[config.mk]
export PLATFORM = sky130hd
export DESIGN_NAME = d_debounce
export DESIGN_NICKNAME = d
export VERILOG_FILES = /design/src/rtl/d_debounce.sv
export SDC_FILE = /design/constraint.sdc
export NUM_CORES = 1
export LEC_CHECK = 0
export CAP_MARGIN = 20
export CORE_AREA = 2 2 39 41
export DETAILED_ROUTE_END_ITERATION = 8
export DIE_AREA = 0 0 41 43
export DONT_BUFFER_PORTS = 1
export PLACE_DENSITY = 0.43
export SKIP_CTS_REPAIR_TIMING = 1
export SLEW_MARGIN = 20
export SYNTH_ARGS = -nofsm -noshare
export SYNTH_HDL_FRONTEND = slang
export SYNTH_SLANG_ARGS = --single-unit
[constraint.sdc]
create_clock -name clk -period 1.1 [get_ports clk]
set_clock_uncertainty 0.05 [all_clocks]
set_input_delay 0.33 -clock clk [delete_from_list [all_inputs] [get_ports clk]]
set_output_delay 0.33 -clock clk [all_outputs]
set_load 0.02 [all_outputs]
[src/rtl/d_debounce.sv]
// Two-flop synchronizer followed by a counter-qualified debounce FSM.
// Produces a clean level plus registered single-cycle rise/fall pulses.
module d_debounce #(
  parameter int unsigned STABLE_CNT = 8,
  parameter int unsigned CNT_W      = 4
) (
  input  logic clk,
  input  logic rst,
  input  logic din,
  output logic dout,
  output logic rise,
  output logic fall,
  output logic busy
);

  typedef enum logic [1:0] {
    StIdleLow,
    StWaitHigh,
    StIdleHigh,
    StWaitLow
  } state_e;

  localparam logic [CNT_W-1:0] CntMax = CNT_W'(STABLE_CNT - 1);
  localparam logic [CNT_W-1:0] CntOne = CNT_W'(1);

  logic sync1_q, sync2_q;

  state_e           state_q, state_d;
  logic [CNT_W-1:0] cnt_q, cnt_d;
  logic             dout_q, dout_d;
  logic             rise_q, rise_d;
  logic             fall_q, fall_d;

  // Only sync2_q may feed the FSM; din is treated as fully asynchronous.
  always_ff @(posedge clk or negedge rst) begin
    if (!rst) begin
      sync1_q <= 1'b0;
      sync2_q <= 1'b0;
    end else begin
      sync1_q <= din;
      sync2_q <= sync1_q;
    end
  end

  always_ff @(posedge clk or negedge rst) begin
    if (!rst) begin
      state_q <= StIdleLow;
      cnt_q   <= '0;
      dout_q  <= 1'b0;
      rise_q  <= 1'b0;
      fall_q  <= 1'b0;
    end else begin
      state_q <= state_d;
      cnt_q   <= cnt_d;
      dout_q  <= dout_d;
      rise_q  <= rise_d;
      fall_q  <= fall_d;
    end
  end

  always_comb begin
    state_d = state_q;
    cnt_d   = cnt_q;
    dout_d  = dout_q;
    rise_d  = 1'b0;
    fall_d  = 1'b0;

    unique case (state_q)
      StIdleLow: begin
        if (sync2_q) begin
          state_d = StWaitHigh;
          cnt_d   = CntOne;
        end else begin
          cnt_d = '0;
        end
      end

      StWaitHigh: begin
        if (!sync2_q) begin
          // Bounce back: drop the candidate and restart from scratch.
          state_d = StIdleLow;
          cnt_d   = '0;
        end else if (cnt_q == CntMax) begin
          state_d = StIdleHigh;
          dout_d  = 1'b1;
          rise_d  = 1'b1;
          cnt_d   = '0;
        end else begin
          cnt_d = cnt_q + CntOne;
        end
      end

      StIdleHigh: begin
        if (!sync2_q) begin
          state_d = StWaitLow;
          cnt_d   = CntOne;
        end else begin
          cnt_d = '0;
        end
      end

      StWaitLow: begin
        if (sync2_q) begin
          state_d = StIdleHigh;
          cnt_d   = '0;
        end else if (cnt_q == CntMax) begin
          state_d = StIdleLow;
          dout_d  = 1'b0;
          fall_d  = 1'b1;
          cnt_d   = '0;
        end else begin
          cnt_d = cnt_q + CntOne;
        end
      end

      default: begin
        state_d = StIdleLow;
        cnt_d   = '0;
        dout_d  = 1'b0;
      end
    endcase
  end

  assign dout = dout_q;
  assign rise = rise_q;
  assign fall = fall_q;
  assign busy = (state_q == StWaitHigh) || (state_q == StWaitLow);

endmodule

==> metrics.txt <==
# TYPE chip_impl_metric gauge
chip_impl_metric{name="dieArea",unit="sq mm"} 0.00176
chip_impl_metric{name="dr_total_vias",unit=""} 269
chip_impl_metric{name="p_comb_share",unit="%"} 7.0
chip_impl_metric{name="layout-area-overhead-vs-synth",unit="%"} 31.0
chip_impl_metric{name="synthesis.yosys.warnings",unit=""} 0
chip_impl_metric{name="instance_area_at_placement",unit="sq um"} 503
chip_impl_metric{name="mappedNetlistNets",unit=""} 36
chip_impl_metric{name="drt_pre_antenna_iters",unit=""} 1
chip_impl_metric{name="finalMaxSlewViolations",unit=""} 0
chip_impl_metric{name="ir_drop",unit="mV"} 0.632
chip_impl_info{name="cts_tree",value="done"} 1
chip_impl_info{name="timing_worst_setup_path_type",value="flop to output pin"} 1
chip_impl_metric{name="core-area",unit="sq mm"} 0.00138
chip_impl_metric{name="drc",unit=""} 0
chip_impl_metric{name="achievable-frequency",unit="MHz"} 852
chip_impl_metric{name="fraction_of_the_yosys_area_taken_by_sequential_cells",unit="%"} 64.9
chip_impl_metric{name="power.total",unit="mW"} 0.738
chip_impl_metric{name="power-per-cell-area",unit="mW/mm^2"} 1330
chip_impl_metric{name="clock_tree.buffer_depth",unit=""} 2
chip_impl_metric{name="netlist.area_leader.share",unit="%"} 64.9
chip_impl_metric{name="first_global_vias",unit=""} 302
chip_impl_metric{name="grt_remaining_overflow",unit=""} 0
chip_impl_metric{name="first_iter_violations",unit=""} 0
chip_impl_metric{name="worst_pin_slew",unit="ps"} 481
chip_impl_info{name="synth_flop_cell",value="sky130_fd_sc_hd__dfrtp_1"} 1
chip_impl_metric{name="worst-path-buf-inv",unit=""} 1
chip_impl_metric{name="ys_async_sr_fraction",unit="%"} 100
chip_impl_metric{name="detail_route.vias_per_cell",unit=""} 4.64
chip_impl_metric{name="synth_cells",unit=""} 32
chip_impl_metric{name="slew_headroom",unit="%"} 67.8
chip_impl_metric{name="path_clk_slew",unit="ps"} 70
chip_impl_metric{name="switching_share",unit="%"} 21.1
chip_impl_info{name="crit_family",value="flip-flops"} 1
chip_impl_metric{name="wl",unit="um"} 683
chip_impl_metric{name="route.antenna.remaining_nets",unit=""} 0
chip_impl_info{name="synth.largest_area_cell",value="sky130_fd_sc_hd__dfrtp_1"} 1
chip_impl_metric{name="timing.critical_path.slowest_cell_delay",unit="ps"} 390
chip_impl_metric{name="crit_arrival",unit="ps"} 790
chip_impl_info{name="cts-root-buf",value="sky130_fd_sc_hd__clkbuf_4"} 1
chip_impl_info{name="commonest_non_fill_non_tap_cell_in_the_layout",value="sky130_fd_sc_hd__dfrtp_1"} 1
chip_impl_metric{name="seqPwrFrac",unit="%"} 57.4
chip_impl_metric{name="timing.reg2reg.setup_slack",unit="ps"} -70
chip_impl_metric{name="p_int",unit="mW"} 0.582
chip_impl_metric{name="grt_usage",unit="%"} 11.2
chip_impl_metric{name="num-nets-final",unit=""} 47
chip_impl_metric{name="die_y",unit="um"} 43
chip_impl_metric{name="h_tree_levels",unit=""} 1
chip_impl_metric{name="antennaDiodeCount",unit=""} 0
chip_impl_metric{name="synth.ff_latch_count",unit=""} 11
chip_impl_metric{name="fin_tns_setup",unit="ps"} -251
chip_impl_metric{name="antenna_found_initial",unit=""} 0
chip_impl_info{name="worst_setup_path_end_kind",value="output pin"} 1
chip_impl_metric{name="leakage_power_total",unit="nW"} 0.276
chip_impl_metric{name="worst-endpoint-required",unit="ps"} 720
chip_impl_metric{name="final.period_utilization",unit="%"} 107
chip_impl_info{name="rsz_0062_raised_after_global_routing",value="yes"} 1
chip_impl_metric{name="layout_cells_sized_above_1",unit="%"} 38.1
chip_impl_metric{name="final-hold-violation-count",unit=""} 0
chip_impl_metric{name="clock_latency_of_the_later_clocked_register_in_the_worst_skew_pair",unit="ps"} 260
chip_impl_info{name="cpMaxStageDelayCell",value="sky130_fd_sc_hd__dfrtp_1"} 1
chip_impl_info{name="ys_top_cells_by_area",value="sky130_fd_sc_hd__dfrtp_1, sky130_fd_sc_hd__nand4b_2, sky130_fd_sc_hd__ha_1"} 1
chip_impl_info{name="post-synth-top-count-cell",value="sky130_fd_sc_hd__dfrtp_1"} 1
chip_impl_metric{name="routedWlPerCell",unit="um"} 11.8
chip_impl_metric{name="final_critical_path_setup_slack",unit="ps"} -73.3
chip_impl_info{name="yosys-top-cells-count",value="sky130_fd_sc_hd__dfrtp_1, sky130_fd_sc_hd__nor2_1, sky130_fd_sc_hd__nand2_1"} 1
chip_impl_info{name="holdCritPathClass",value="input pin to flop"} 1
chip_impl_metric{name="critical_path.max_fanout",unit=""} 4
chip_impl_metric{name="syn_area_per_cell",unit="sq um"} 13.3
chip_impl_metric{name="share_clk_of_total_power",unit="%"} 35.6
chip_impl_metric{name="synth_area",unit="sq um"} 424
chip_impl_info{name="status",value="finished, violations left"} 1
chip_impl_metric{name="maximum_number_of_pins_on_one_net_before_global_route_repair",unit=""} 12
chip_impl_metric{name="tritoncts_sinks",unit=""} 11
chip_impl_metric{name="layout_min_cycle_time",unit="ps"} 1170
chip_impl_metric{name="synth_cell_type_count",unit=""} 19
chip_impl_info{name="ordered_list_of_cells_on_the_worst_path",value="buf_6"} 1
chip_impl_info{name="violations",value="setup timing"} 1
chip_impl_info{name="startpoint_type",value="flop"} 1
chip_impl_metric{name="port-buffer-count",unit=""} 0
chip_impl_metric{name="final_area",unit="sq um"} 556
chip_impl_metric{name="setup_viol",unit=""} 5
chip_impl_metric{name="gp_congestion",unit=""} 0.645
chip_impl_metric{name="placementRows",unit=""} 14
chip_impl_metric{name="hpwl",unit="um"} 548
chip_impl_metric{name="drv_cap",unit=""} 0
chip_impl_metric{name="total_switching_power",unit="mW"} 0.155
chip_impl_metric{name="num_io_pins",unit=""} 7
chip_impl_metric{name="grt_first_pass_wirelength",unit="um"} 1210
chip_impl_metric{name="die-width",unit="um"} 41
chip_impl_metric{name="floorplan.initialDensity",unit="%"} 30.7
chip_impl_info{name="most-common-layout-cells",value="sky130_fd_sc_hd__dfrtp_1, sky130_fd_sc_hd__buf_4, sky130_fd_sc_hd__clkbuf_4, sky130_fd_sc_hd__nand2_1, sky130_fd_sc_hd__nor2_1"} 1
chip_impl_metric{name="cts_bufs_inserted",unit=""} 3
chip_impl_metric{name="synth_edf_count",unit=""} 0
-- cell families after synthesis --
group | Yosys count | share of synthesized area [%]
xor+xnor | 2 | 4.13
simple gates | 12 | 18.3
fa+ha+maj | 1 | 2.95
mux | 2 | 5.01
flops | 11 | 64.9
buf+inv | 2 | 1.77
compound gates | 2 | 2.95
-- routing by layer --
metal	GRT usage, %	up-vias	routed length (um)
met4	10.0	0	0
met3	4.19	0	37
met5	0	-	0
met2	19.1	5	427
li1	-	127	-
met1	8.87	137	218
-- layout make-up --
cell class	instances	area, sq um
multi-input cells	19	171
well taps	16	20.0
repair buffers	7	58.8
flip-flops and latches	11	275
fillers	141	828
inverters	1	3.75
clock buffers	4	26.3
-- power by group through the flow --
stage               clock [mW]  sequential [mW]  combinational (mW)
floorplan                    0            0.433              0.0195
global placement             0            0.432              0.0349
detailed placement           0            0.433              0.0361
CTS                      0.276            0.425              0.0361
global route             0.313            0.425              0.0583
finish                   0.262            0.424              0.0516
-- path summary, 6_finish.rpt --
path	startpoint	to	cells past startpoint
setup / recovery	state_q[0]	busy	1
hold / removal	din	sync1_q	0
min in group asynchronous	rst	dout	1
setup reg to reg	cnt_q[1]	flop	3
max in group asynchronous	rst	cnt_q[1]	1
hold reg to reg	sync1_q	sync2_q	0
-- sequential cells by signal, indices dropped and copies added, names as in the netlist, named ones only --
register / cells
cnt_q: 4
dout: 1
fall: 1
rise: 1
state_q: 1
sync1_q: 1
sync2_q: 1
-- through the flow --
stage / hold WS [ps] / instances / setup slack, ps / utilization, %
2_1_floorplan: -15.6 / 32 / -44.4 / -
3_3_place_gp: -15.4 / 52 / -58.9 / 36.3
3_5_place_dp: -15.4 / 52 / -93.7 / 36.3
4_1_cts: -304 / 56 / -151 / 38.2
5_1_grt: 8.45 / 58 / -150 / 40.1
6_report: 47.7 / 58 / -73.3 / 40.1
No activity file was read; power rests on OpenSTA's default activity.
